`src/rtl/sdram_pattern_tester.sv`:
```
// SDRAM write/read-back pattern tester: writes TEST_LEN pattern words, reads them back,
// compares against the expected pattern after RD_LAT cycles and keeps error/pass statistics.
module sdram_pattern_tester #(
    parameter int DATA_W   = 16,
    parameter int TEST_LEN = 1024,
    parameter int CNT_W    = 11,
    parameter int RD_LAT   = 1
) (
    input  logic              clk_50m,
    input  logic              reset_n,
    input  logic              sdram_init_done,
    input  logic              start,
    input  logic [1:0]        mode,
    input  logic              loop_en,
    output logic              wr_en,
    output logic [DATA_W-1:0] wr_data,
    output logic              rd_en,
    input  logic [DATA_W-1:0] rd_data,
    output logic              busy,
    output logic              done,
    output logic              error_flag,
    output logic [15:0]       error_cnt,
    output logic [CNT_W-1:0]  first_err_idx,
    output logic [DATA_W-1:0] first_err_data,
    output logic [15:0]       pass_cnt
);

    typedef enum logic [1:0] {
        ST_IDLE,
        ST_WRITE,
        ST_READ,
        ST_DONE
    } state_t;

    typedef struct packed {
        logic             v;
        logic [CNT_W-1:0] idx;
    } tag_t;

    localparam logic [CNT_W-1:0]  FIRST_IDX = CNT_W'(1);
    localparam logic [CNT_W-1:0]  LAST_IDX  = CNT_W'(TEST_LEN);
    localparam logic [DATA_W-1:0] CHK_ODD   = DATA_W'({((DATA_W + 1) / 2){2'b01}});
    localparam logic [DATA_W-1:0] CHK_EVEN  = ~CHK_ODD;

    // Expected word for 1-based index i under pattern mode m.
    function automatic logic [DATA_W-1:0] pattern(input logic [1:0] m, input logic [CNT_W-1:0] i);
        logic [DATA_W-1:0] v;
        int unsigned       pos;
        pos = (32'(i) - 32'd1) % 32'(DATA_W);
        case (m)
            2'd0:    v = DATA_W'(i);
            2'd1:    v = ~DATA_W'(i);
            2'd2:    v = DATA_W'(1) << pos;
            default: v = i[0] ? CHK_ODD : CHK_EVEN;
        endcase
        return v;
    endfunction

    state_t           state;
    logic             init_meta;
    logic             init_s;
    logic [1:0]       mode_q;
    logic [CNT_W-1:0] idx;
    logic             rd_issue;
    tag_t             pipe [RD_LAT+1];

    logic             cmp_valid;
    logic             cmp_last;
    logic             mismatch;
    logic             abort;
    logic             start_ok;

    assign cmp_valid = pipe[RD_LAT].v;
    assign cmp_last  = cmp_valid && (pipe[RD_LAT].idx == LAST_IDX);
    assign mismatch  = cmp_valid && (rd_data != pattern(mode_q, pipe[RD_LAT].idx));
    assign abort     = (state != ST_IDLE) && !init_s;
    assign start_ok  = start && init_s && (state == ST_IDLE || state == ST_DONE);

    // NOTE: sequential state uses non-blocking assignments so every flop samples pre-edge values.
    always_ff @(posedge clk_50m) begin
        if (!reset_n) begin
            init_meta <= 1'b0;
            init_s    <= 1'b0;
        end else begin
            init_meta <= sdram_init_done;
            init_s    <= init_meta;
        end
    end

    always_ff @(posedge clk_50m) begin
        if (!reset_n) begin
            state          <= ST_IDLE;
            mode_q         <= 2'd0;
            idx            <= '0;
            rd_issue       <= 1'b0;
            // NOTE: the tag pipeline is reset, unlike a RAM, so no stale valid can fire a compare.
            for (int k = 0; k <= RD_LAT; k++) pipe[k] <= '0;
            wr_en          <= 1'b0;
            wr_data        <= '0;
            rd_en          <= 1'b0;
            busy           <= 1'b0;
            done           <= 1'b0;
            error_flag     <= 1'b0;
            error_cnt      <= '0;
            first_err_idx  <= '0;
            first_err_data <= '0;
            pass_cnt       <= '0;
        end else begin
            pipe[0] <= tag_t'{v: 1'b0, idx: idx};
            for (int k = 1; k <= RD_LAT; k++) pipe[k] <= pipe[k-1];

            if (abort) begin
                // Loss of init drops everything in flight but keeps the statistics.
                state    <= ST_IDLE;
                rd_issue <= 1'b0;
                wr_en    <= 1'b0;
                wr_data  <= '0;
                rd_en    <= 1'b0;
                busy     <= 1'b0;
                done     <= 1'b0;
                for (int k = 0; k <= RD_LAT; k++) pipe[k] <= '0;
            end else if (start_ok) begin
                state          <= ST_WRITE;
                mode_q         <= mode;
                idx            <= FIRST_IDX;
                rd_issue       <= 1'b0;
                wr_en          <= 1'b0;
                wr_data        <= '0;
                rd_en          <= 1'b0;
                busy           <= 1'b1;
                done           <= 1'b0;
                error_flag     <= 1'b0;
                error_cnt      <= '0;
                first_err_idx  <= '0;
                first_err_data <= '0;
                pass_cnt       <= '0;
            end else begin
                case (state)
                    ST_IDLE: begin
                        wr_en   <= 1'b0;
                        wr_data <= '0;
                        rd_en   <= 1'b0;
                    end
                    ST_WRITE: begin
                        wr_en   <= 1'b1;
                        wr_data <= pattern(mode_q, idx);
                        if (idx == LAST_IDX) begin
                            state    <= ST_READ;
                            idx      <= FIRST_IDX;
                            rd_issue <= 1'b1;
                        end else begin
                            idx <= idx + CNT_W'(1);
                        end
                    end
                    ST_READ: begin
                        wr_en   <= 1'b0;
                        wr_data <= '0;
                        if (rd_issue) begin
                            rd_en   <= 1'b1;
                            pipe[0] <= tag_t'{v: 1'b1, idx: idx};
                            if (idx == LAST_IDX) rd_issue <= 1'b0;
                            else                 idx      <= idx + CNT_W'(1);
                        end else begin
                            rd_en <= 1'b0;
                        end
                        if (mismatch) begin
                            error_flag <= 1'b1;
                            if (error_cnt != 16'hFFFF) error_cnt <= error_cnt + 16'd1;
                            if (!error_flag) begin
                                first_err_idx  <= pipe[RD_LAT].idx;
                                first_err_data <= rd_data;
                            end
                        end
                        if (cmp_last) begin
                            state <= ST_DONE;
                            busy  <= 1'b0;
                            done  <= 1'b1;
                            if (pass_cnt != 16'hFFFF) pass_cnt <= pass_cnt + 16'd1;
                        end
                    end
                    ST_DONE: begin
                        // Soak mode: this edge doubles as the start edge of the next pass.
                        if (loop_en) begin
                            state   <= ST_WRITE;
                            busy    <= 1'b1;
                            done    <= 1'b0;
                            wr_en   <= 1'b1;
                            wr_data <= pattern(mode_q, FIRST_IDX);
                            idx     <= FIRST_IDX + CNT_W'(1);
                        end
                    end
                    default: state <= ST_IDLE;
                endcase
            end
        end
    end

endmodule

```
`config.mk`:
```
export PLATFORM = sky130hd
export DESIGN_NAME = sdram_pattern_tester
export DESIGN_NICKNAME = d
export VERILOG_FILES = /design/src/rtl/sdram_pattern_tester.sv
export SDC_FILE = /design/constraint.sdc
export NUM_CORES = 1
export LEC_CHECK = 0
export CAP_MARGIN = 10
export CORE_MARGIN = 2
export CORE_UTILIZATION = 45
export CTS_CLUSTER_DIAMETER = 100
export DETAILED_ROUTE_END_ITERATION = 8
export GPL_TIMING_DRIVEN = 0
export HOLD_SLACK_MARGIN = 0.08
export PLACE_DENSITY = 0.71
export SLEW_MARGIN = 10
export SYNTH_ARGS = -nofsm -noshare
export SYNTH_HDL_FRONTEND = slang
export SYNTH_SLANG_ARGS = --single-unit
```
`constraint.sdc`:
```
create_clock -name clk_50m -period 3.9 [get_ports clk_50m]
set_input_delay 0.975 -clock clk_50m [delete_from_list [all_inputs] [get_ports clk_50m]]
set_output_delay 0.975 -clock clk_50m [all_outputs]
set_load 0.02 [all_outputs]
```
Word level (Yosys, flattened, before mapping):

Memories as Yosys holds them, arrays and structs flattened.
Cells that the tools add are included.

* flip-flop bits (word level): 98
* bits in writable memories: 24
* input bits: 23
* output and inout bits: 80
* word-level logic and storage cells: 155
* memories: 1

Memory list
* pipe: words 2, bits a word 12, rd ports 2, clocked after Yosys merged registers in 0, wr ports 2, RTL line 65 `tag_t pipe [RD_LAT+1];`

* $add $sub $neg: 5
* eq/ne operators: 19
* shift-type cells: 2
* mux-type cells: 66
* bitwise logic cells: 9
* reductions and logical operators: 36

Operator list (number)
* 16-bit two-way mux: 15
* 16-bit case mux with 3 select lines: 3
* 11-bit two-way mux: 9
* 12-bit two-way mux: 5
* 11-bit case mux with 3 select lines: 1
* 16-bit by 1-bit adder with 16-bit output (second input constant): 2
* 16-bit inequality test (second input constant): 2
* 11-bit inverter with 16-bit output: 2
* 16-bit case mux with 2 select lines: 1
* 1-bit by 4-bit << shifter with 16-bit output (first input constant): 2
* 1-bit two-way mux: 23
* 11-bit == test (second input constant): 2
* 4-bit AND reduction: 5
* 2-bit nonzero test: 9
* 16-bit inequality test: 1
* 3-bit inequality test (second input constant): 5
* 11-bit by 1-bit adder with 11-bit output (second input constant): 1
* 3-bit AND reduction: 3
* 1-bit case mux with 2 select lines: 4
* 4-bit by 1-bit subtractor with 4-bit output (second input constant): 2
* 2-bit == test (second input constant): 3
* 2-bit two-way mux: 3
* 2-bit inequality test (second input constant): 3
* 2-bit case mux with 3 select lines: 1
* other kinds (15): 30

Logic depth before layout (Yosys ltp):

Gate-level depths: netlist (run 1).
An unclocked memory read counts as a cell.

* depth in word-level cells: 9
* gate-level depth with buffers: 12
* depth with buffers taken out: 9

Worst setup path before layout (run 1):

OpenSTA, ideal clock, no wires.

* path kind: input to register
* start: in rd_data[10]
* end: reg first_err_data[10]
* library setup time: 72 ps
* data arrival time: 3021 ps
* data required time: 3828 ps
* setup slack: 807 ps
* stages on the path: 10
* path buffers: 3
* cell sequence: clkbuf_1 -> o311a_1 -> a221o_1 -> nor4_1 -> nand3_1 -> and4bb_4 -> or3_1 -> buf_6 -> buf_8 -> mux2i_1

* longest elaborated chain between the ends: 4
* elaborated cells between the ends (all ways): 8
* those cells by class: eq/ne (1); mux (4); reduce/logical (3)

Ends and longest elaborated chain
* start: declaration: RTL line 18 `input logic [DATA_W-1:0] rd_data,`
* 16-bit inequality test / 16-bit two-way mux (equally long branches): RTL line 75, 169
* 1-bit logical AND / 16-bit two-way mux (equally long branches): RTL line 75, 166
* 2-bit nonzero test (no line) / 16-bit two-way mux (equally long branches)
* 4-bit AND reduction (no line) / 16-bit two-way mux (equally long branches)
* end signal: assignment: RTL line 171 `first_err_data <= rd_data;`
* end: declaration: RTL line 24 `output logic [DATA_W-1:0] first_err_data,`

Parallel ways exist; a longest one is shown, timed or not. The select of a mux whose other input is x is not followed.
A chain may end at the register's enable or synchronous reset.

Worst setup path in the final report (run 1):

* start: in rd_data[12]
* end: reg first_err_data[12]

Same word-level chain as after synthesis.

==> impl_metrics.tcl, run 1 <==
set metrics [dict create \
    postCtsSetupRepairBufs 0 \
    finalCritPeriodShare 0.8752 \
    yosysUniqueCellTypes 70 \
    drive_above_1_share 0.05174 \
    critPathMaxStageDelay_ps 550 \
    relSlewSlack 0.2440 \
    cts_buffers 17 \
    die_height_um 122.1 \
    ant_nets 0 \
    final_common_cell "dfxtp_1" \
    syn_area_per_cell_um2 8.272 \
    min_path_type "flip-flop to flip-flop" \
    max_freq_mhz 293.0 \
    path_cells "clkdlybuf4s50_1, or4_1, a21oi_1, a21oi_1, nor4b_1, and4bb_4, or3_1, buf_6, buf_8, mux2i_1" \
    grt_use_met3 0.05243 \
    seq_area_frac_synth 0.3890 \
    layout_common_cells "dfxtp_1 (122), nand2_1 (103), clkdlybuf4s50_1 (98)" \
    port_buffers 98 \
    track_usage 0.2235 \
    clk_path_buf_depth 2 \
    synth_top_area_frac 0.3890 \
    postCtsHoldBufs 0 \
    die-width_um 122.1 \
    synth_area_mm2 0.006279 \
    rsz0062_at_grt "false" \
    grt_pass1_vias 5386 \
    drt_wl_total_mm 16.42 \
    dr.pass1.iters 5 \
    yosys_warnings 0 \
    gr-total-overflow 0 \
    clk_pin_slew_ps 50 \
    synthArstFlopShare 0 \
    gp_congestion 0.9360 \
    dp_hpwl_mm 11.89 \
    via_per_inst 5.519 \
    syn_nets 796 \
    tightestPinTransition_ps 1124 \
    power_w 0.003403 \
    path_class "input port to flip-flop" \
    arrival_ps 3760 \
    busiest_layer "met2" \
    ir_worst_vdd_uv 336.2 \
    slew_violations 0 \
    dieArea_mm2 0.01491 \
    grt_pass1_wl_mm 26.53 \
    cp_num_buf_inv 3 \
    synth_top_cell_by_area "dfxtp_1" \
    syn_inst 759 \
    rows 43 \
    tns_ps 0 \
    coreArea_mm2 0.01377 \
    critical_path.most_common_cell "a21oi_1" \
    cts.repair.resized 0 \
    end_kind "flip-flop" \
    grt_antenna_before_repair 0 \
    met1_usage 0.2997 \
    wire_per_inst_um 15.36 \
    diodes 0 \
    num_io_pins 103 \
    start_kind "input port" \
    critPathLaunch "rd_data[12]" \
    worstPathRequired_ps 4250 \
    worstSkewPairLatency_ps 420 \
    hold_start "pipe[0][7]" \
    drt_iter0_drc 411 \
    finClkSkew_ps 7.092 \
    setup_viol 0 \
    cpMaxStageDelayCell "or4_1" \
    drcViolationCount 0 \
    synth_flop_cell "dfxtp_1" \
    p_leak_nw 3.133 \
    max_cap_viol_count 0 \
    nNetsFinal 913 \
    cts.sinks 122 \
    ctsRootBufferMaster "clkbuf_16" \
    area_growth_pct 28.60 \
    grt_max_degree 17 \
    critical_path.top_delay_family "simple AND/OR/NAND/NOR gates" \
    hold_slack_ps 422.1 \
    crit_fanout 10 \
    status "completed" \
    initial_core_util 0.4559 \
    met2_usage 0.3474 \
    h-tree-depth 4 \
    synth-seq-cells 122 \
    r2r_start "idx[0]" \
    hold_viol 0 \
    min_period_ps 3413 \
    vias 5900 \
    synth_edf_count 0 \
    synth.area.top_cells "dfxtp_1 (39%), nand2_1 (6.2%), mux2i_1 (5.3%)" \
    powerDensity_mw_per_mm2 421.5 \
    cts_tree "yes" \
]
-- final timing paths --
kind	to	slack (ps)	cells past startpoint
worst max register to register	idx[9]	730	10
worst min-delay path	pipe[1][7]	420	1
worst min register to register	pipe[1][7]	420	1
worst max-delay path	first_err_data[12]	490	10
-- synthesized netlist by cell type (6+ instances only) --
master	count
nand2b_1	9
and3_1	15
clkbuf_1	31
dfxtp_1	122
nand4_1	18
o21ai_1	10
and2_1	27
or3_1	13
nand3_1	21
xnor2_1	12
a21oi_1	42
or4_1	6
nor2b_1	20
a22oi_1	7
o211ai_1	7
nor2_1	62
buf_2	8
inv_1	14
nor3_1	11
ha_1	14
a31oi_1	8
o221ai_1	9
xor2_1	21
nand2_1	103
o21ai_0	30
mux2i_1	33
-- logic make-up after synthesis --
logic type	count (synthesis)	synth area share
AND/OR/NAND/NOR	327	0.2627
AO/OA/AOI/OAI	166	0.1730
flip-flops	122	0.3890
buffers and inverters	64	0.04882
XOR/XNOR	33	0.04603
multiplexers	33	0.05261
adder cells (fa/ha/maj)	14	0.02790
-- power by group --
part	total, W	internal, W	switching, W
combinational	0.000528	0.000172	0.000356
clock	0.00158	0.00103	0.000548
sequential	0.00129	0.00127	0.0000218
total	0.00340	0.00248	0.000926
-- state kept, by name (all words and copies together), names as in the netlist --
name / count
pipe: 24
error_cnt: 16
first_err_data: 16
pass_cnt: 16
wr_data: 16
first_err_idx: 11
idx: 11
mode_q: 2
state: 2
busy: 1
done: 1
error_flag: 1
init_meta: 1
init_s: 1
rd_en: 1
rd_issue: 1
wr_en: 1
-- per-layer routing --
layer	share of wire	vias to the layer above
li1	-	2938
met1	0.46	2749
met2	0.46	184
met3	0.055	29
met4	0.024	0
met5	0	-
-- layout make-up --
class / count / area [µm²]
fill: 1286 / 5699
inverter: 14 / 52.55
clock inverter: 8 / 117.6
tap: 180 / 225.2
multi-input combinational: 573 / 3530
buffer: 50 / 254.0
clock buffer: 24 / 471.7
timing repair buffer: 98 / 980.9
sequential: 122 / 2442
-- metrics by stage --
stage / worst slack [ps] / cell area, µm² / cells / utilization
floorplan: 807.1 / 6279 / 759 / -
global placement: 107.5 / 7485 / 1037 / 0.5434
detailed placement: 100.6 / 7485 / 1037 / 0.5434
CTS: 536.0 / 8074 / 1069 / 0.5862
global route: 347.5 / 8074 / 1069 / 0.5862
finish: 486.8 / 8074 / 1069 / 0.5862
Power figures use the tool's default switching activity.
==> run 2, diff against run 1 <==
--- a/config.mk
+++ b/config.mk
@@ -10,9 +10,8 @@
 export CORE_UTILIZATION = 45
 export CTS_CLUSTER_DIAMETER = 100
 export DETAILED_ROUTE_END_ITERATION = 8
-export GPL_TIMING_DRIVEN = 0
 export HOLD_SLACK_MARGIN = 0.08
-export PLACE_DENSITY = 0.71
+export PLACE_DENSITY_LB_ADDON = 0.2
 export SLEW_MARGIN = 10
 export SYNTH_ARGS = -nofsm -noshare
 export SYNTH_HDL_FRONTEND = slang
==> run 2 against run 1 <==
Compared with the run above:
- critical path depth decreased by 1
- largest cell class unchanged
- cell count decreased by 3.3%
- setup slack improved by 130 ps
- non-clock buffer count decreased by 34
- clock-buffer cell count decreased by 1
==> impl_metrics.tcl, run 2 (synthesized netlist as in run 1, its figures left out) <==
set metrics [dict create \
    status "completed" \
    final.fill_count 1291 \
    clk_path_buf_depth 2 \
    cts.sinks 122 \
    grt_antenna_before_repair 0 \
    die-width_um 122.1 \
    cts_tree "yes" \
    drive_above_1_share 0.05269 \
    layout.cells.non_filler 1034 \
    worstHoldPathCells 1 \
    rows 43 \
    tns_ps 0 \
    gp_congestion 0.9730 \
    place_inst 1003 \
    max_cap_viol_count 0 \
    multi_input_area_mm2 0.003531 \
    cts_buffers 17 \
    grt_max_degree 56 \
    finClkSkew_ps 9.259 \
    nNetsFinal 879 \
    min_period_ps 3286 \
    max_freq_mhz 304.3 \
    dr.pass1.iters 6 \
    r2r_end "error_cnt[15]" \
    path_cells "clkdlybuf4s50_1, o311a_1, a221o_1, nor4_1, nand3_1, and4bb_4, or3_1, buf_12, mux2i_1" \
    postCtsHoldBufs 0 \
    final_common_cell "dfxtp_1" \
    hold_viol 0 \
    worstPathRequired_ps 4240 \
    clk_pin_slew_ps 50 \
    ant_nets 0 \
    vias 5817 \
    p_leak_nw 3.082 \
    cts.repair.resized 0 \
    slew_violations 0 \
    arrival_ps 3620 \
    hold_start "pipe[0][1]" \
    setup_viol 0 \
    gr-total-overflow 0 \
    dp_hpwl_mm 11.28 \
    worstSkewPairLatency_ps 420 \
    powerDensity_mw_per_mm2 419.3 \
    relSlewSlack 0.4848 \
    dieArea_mm2 0.01491 \
    min_path_type "flip-flop to flip-flop" \
    grt_pass1_vias 5403 \
    num_io_pins 103 \
    diodes 0 \
    power_w 0.003336 \
    largest_reg_flops 24 \
    coreArea_mm2 0.01377 \
    drt_wl_total_mm 15.99 \
    postCtsSetupRepairBufs 0 \
    grt_pass1_wl_mm 25.85 \
    finalCritPeriodShare 0.8426 \
    h-tree-depth 4 \
    seqCellArea_mm2 0.002442 \
    die_height_um 122.1 \
    critical_path.top_delay_family "simple AND/OR/NAND/NOR gates" \
    ff2ff_setup_slack_ps 780 \
    ctsRootBufferMaster "clkbuf_16" \
    reg2regPathDepth 9 \
    end_kind "flip-flop" \
    start_kind "input port" \
    drcViolationCount 0 \
    area_growth_pct 26.70 \
    ir_worst_vdd_uv 276.5 \
    r2r_start "pipe[1][0]" \
    path_class "input port to flip-flop" \
    track_usage 0.2184 \
    holdPathEnd "pipe[1][1]" \
    cpMaxStageDelayCell "clkdlybuf4s50_1" \
    via_per_inst 5.626 \
    rsz0062_at_grt "false" \
    tightestPinTransition_ps 771.8 \
    crit_fanout 27 \
    initial_core_util 0.4559 \
    drt_iter0_drc 415 \
    cp_num_buf_inv 2 \
    critPathMaxStageDelay_ps 560 \
    port_buffers 102 \
    regMostFlops "pipe" \
    layout_common_cells "dfxtp_1 (122), nand2_1 (103), clkdlybuf4s50_1 (102)" \
    wire_per_inst_um 15.46 \
]
-- run 2: cell count changes in the layout (fill, tap and decap cells not counted), moves of 3 or more --
cell,previous run,this run
buf_2,8,0
buf_6,3,0
clkdlybuf4s50_1,98,102
buf_4,3,11
buf_1,3,0
clkbuf_1,36,2
-- run 2: metal layers --
layer | vias to the layer above | part of all wire | GRT usage
met3 | 25 | 0.059 | 0.05618
met1 | 2702 | 0.46 | 0.2781
met4 | 0 | 0.017 | 0.08980
met5 | - | 0 | 0
li1 | 2880 | - | -
met2 | 210 | 0.47 | 0.3520
-- run 2: report_power, final --
| part | leakage (nW) | switching (W) | internal [W] |
|---|---|---|---|
| logic | 1.81 | 0.000321 | 0.000172 |
| clock network | 0.289 | 0.000534 | 0.000997 |
| registers | 0.983 | 0.0000383 | 0.00127 |
-- run 2: final cells by class --
cell class | count | share of cell area
timing repair buffer | 114 | 0.1412
clock buffer | 23 | 0.06134
multi-input combinational | 573 | 0.4439
inverter | 14 | 0.006606
tap | 180 | 0.02831
sequential | 122 | 0.3070
clock inverter | 8 | 0.01164
-- run 2: worst max-delay path by stage --
stage | startpoint | to | slack (ps) | depth (start not counted)
2_1_floorplan | rd_data[10] | first_err_data[10] | 810 | 10
3_3_place_gp | rd_data[10] | first_err_idx[0] | 280 | 9
3_5_place_dp | rd_data[10] | first_err_idx[7] | 220 | 9
4_1_cts | rd_data[10] | first_err_data[4] | 640 | 9
5_1_grt | rd_data[10] | first_err_data[4] | 500 | 9
6_report | rd_data[10] | first_err_data[5] | 610 | 9
-- run 2: per-stage QoR --
step                      hold slack (ps)  utilization  area, µm²  setup slack (ps)
after floorplan                     405.7            -       6279             807.1
after global placement              407.9       0.5354       7375             284.4
after detailed placement            409.7       0.5354       7375             217.7
after CTS                           423.4       0.5776       7955             636.4
after global routing                439.2       0.5776       7955             499.2
final                               422.4       0.5776       7955             614.1
==> run 3, diff against run 2 <==
==> constraint.sdc (replaced) <==
create_clock -name clk_50m -period 3.4 [get_ports clk_50m]
set_input_delay 0.85 -clock clk_50m [delete_from_list [all_inputs] [get_ports clk_50m]]
set_output_delay 0.85 -clock clk_50m [all_outputs]
set_load 0.02 [all_outputs]
==> run 3 against run 2 <==
Compared with the run above:
- sequential power grew 15%
- highest routed layer unchanged
- register-to-register slack got worse by 450 ps
- via count rose by 0.77%
- first-iteration DRC count down 5.3%
- global-route usage up 0.63 points
==> impl_metrics.tcl, run 3 (synthesized netlist as in run 1, its figures left out) <==
set metrics [dict create \
    r2r_start "mode_q[1]" \
    max_freq_mhz 319.5 \
    gp_congestion 0.9603 \
    power_frac_seq 0.392 \
    port_buffers 102 \
    area_growth_pct 27.42 \
    crit_end "first_err_data[10]" \
    path_class "input port to flip-flop" \
    end_kind "flip-flop" \
    grt_pass1_wl_mm 26.60 \
    layout_common_cells "dfxtp_1 (122), nand2_1 (103), clkdlybuf4s50_1 (102)" \
    die-width_um 122.1 \
    worstPathRequired_ps 3740 \
    critPathLaunch "rd_data[2]" \
    dp_hpwl_mm 11.38 \
    critPathMaxStageDelay_ps 660 \
    r2r_end "first_err_data[10]" \
    drt_wl_total_mm 16.33 \
    rsz0062_at_grt "false" \
    hold_start "pipe[0][2]" \
    min_path_type "flip-flop to flip-flop" \
    ff2ff_setup_slack_ps 330 \
    relSlewSlack 0.5261 \
    grt_pass1_vias 5469 \
    pwr-share-clk 0.453 \
    p_switching_w 0.001048 \
    drcViolationCount 0 \
    finalCritPeriodShare 0.9205 \
    wire_per_inst_um 15.66 \
    start_kind "input port" \
    dr.pass1.iters 5 \
    arrival_ps 3470 \
    diodes 0 \
    worstSkewPairLatency_ps 420 \
    final.fill_count 1280 \
    hold_viol 0 \
    cts_buffers 17 \
    p_leak_nw 3.116 \
    dieArea_mm2 0.01491 \
    max_cap_viol_count 0 \
    die_height_um 122.1 \
    initial_core_util 0.4559 \
    drive_above_1_share 0.05910 \
    ctsRootBufferMaster "clkbuf_16" \
    powerDensity_mw_per_mm2 479.5 \
    nNetsFinal 887 \
    ir_worst_vdd_uv 298.9 \
    cts.sinks 122 \
    postCtsSetupRepairBufs 0 \
    setup_viol 0 \
    min_period_ps 3130 \
    regMostFlops "pipe" \
    status "completed" \
    h-tree-depth 4 \
    postCtsHoldBufs 0 \
    gr-total-overflow 0 \
    grt_max_degree 61 \
    via_per_inst 5.620 \
    rows 43 \
    tightestPinTransition_ps 705.4 \
    placed_area_mm2 0.007435 \
    coreArea_mm2 0.01377 \
    ant_nets 0 \
    drt_iter0_drc 393 \
    final_common_cell "dfxtp_1" \
    stdcell_area_mm2 0.008000 \
    path_cells "clkdlybuf4s50_1, buf_4, xor2_1, mux2i_1, a222oi_1, nand3_1, nor4b_1, and4bb_4, or3_1, buf_12, mux2i_1" \
    internal_power_w 0.002788 \
    num_io_pins 103 \
    finClkSkew_ps 7.691 \
    cpMaxStageDelayCell "clkdlybuf4s50_1" \
    cts.repair.resized 0 \
    p_sw_frac 0.2732 \
    grt_antenna_before_repair 0 \
    largest_reg_flops 24 \
    clk_pin_slew_ps 50 \
    critical_path.most_common_cell "mux2i_1" \
    reg2regPathDepth 9 \
    final_util 0.5809 \
    cts_tree "yes" \
    combPwrFrac 0.156 \
    vias 5862 \
    crit_fanout 27 \
    track_usage 0.2247 \
    slew_violations 0 \
    clk_path_buf_depth 2 \
    power_w 0.003836 \
]
run 3: per-stage QoR:
stage / cells / setup TNS, ps / hold slack [ps] / setup slack (ps)
3_5_place_dp: 1011 / -3647 / 412.1 / -130.6
5_1_grt: 1043 / 0 / 437.5 / 112.8
4_1_cts: 1043 / 0 / 426.2 / 301.1
2_1_floorplan: 759 / 0 / 405.7 / 432.1
3_3_place_gp: 1011 / -1167 / 407.6 / -41.53
6_report: 1043 / 0 / 425.2 / 270.2
run 3: layout make-up:
| cell class | instances | area [µm²] | share of cell area |
|---|---|---|---|
| inverter | 14 | 52.55 | 0.006569 |
| clock buffer | 24 | 471.7 | 0.05896 |
| tap | 180 | 225.2 | 0.02815 |
| timing repair buffer | 122 | 1184 | 0.1480 |
| clock inverter | 8 | 93.84 | 0.01173 |
| sequential | 122 | 2442 | 0.3053 |
| multi-input combinational | 573 | 3531 | 0.4414 |
run 3: worst max-delay path: cells and delay by family:
kind,cells,cell delay (ps)
simple gates,4,830
xor+xnor,1,160
mux,2,310
compound gates,1,240
buf+inv,3,1060
run 3: routing by layer:
metal / track usage / routed length [µm] / share of wire
met2: 0.3565 / 7581 / 0.46
met4: 0.08190 / 254 / 0.016
met3: 0.06133 / 963 / 0.059
met5: 0 / 0 / 0
met1: 0.2928 / 7533 / 0.46
run 3: power by group through the flow:
stage	clock network [W]	registers, W	logic, W
after floorplan	0	0.00152	0.000404
after global placement	0	0.00153	0.000576
after detailed placement	0	0.00153	0.000586
after CTS	0.00177	0.00150	0.000593
after global routing	0.00184	0.00151	0.000668
final	0.00174	0.00150	0.000597
run 3: worst min path at each step:
stage / cells after the start / to
after global routing: 1 / pipe[1][6]
after global placement: 1 / pipe[1][10]
after floorplan: 1 / pipe[1][0]
final: 1 / pipe[1][2]
after CTS: 1 / pipe[1][10]
after detailed placement: 1 / pipe[1][8]
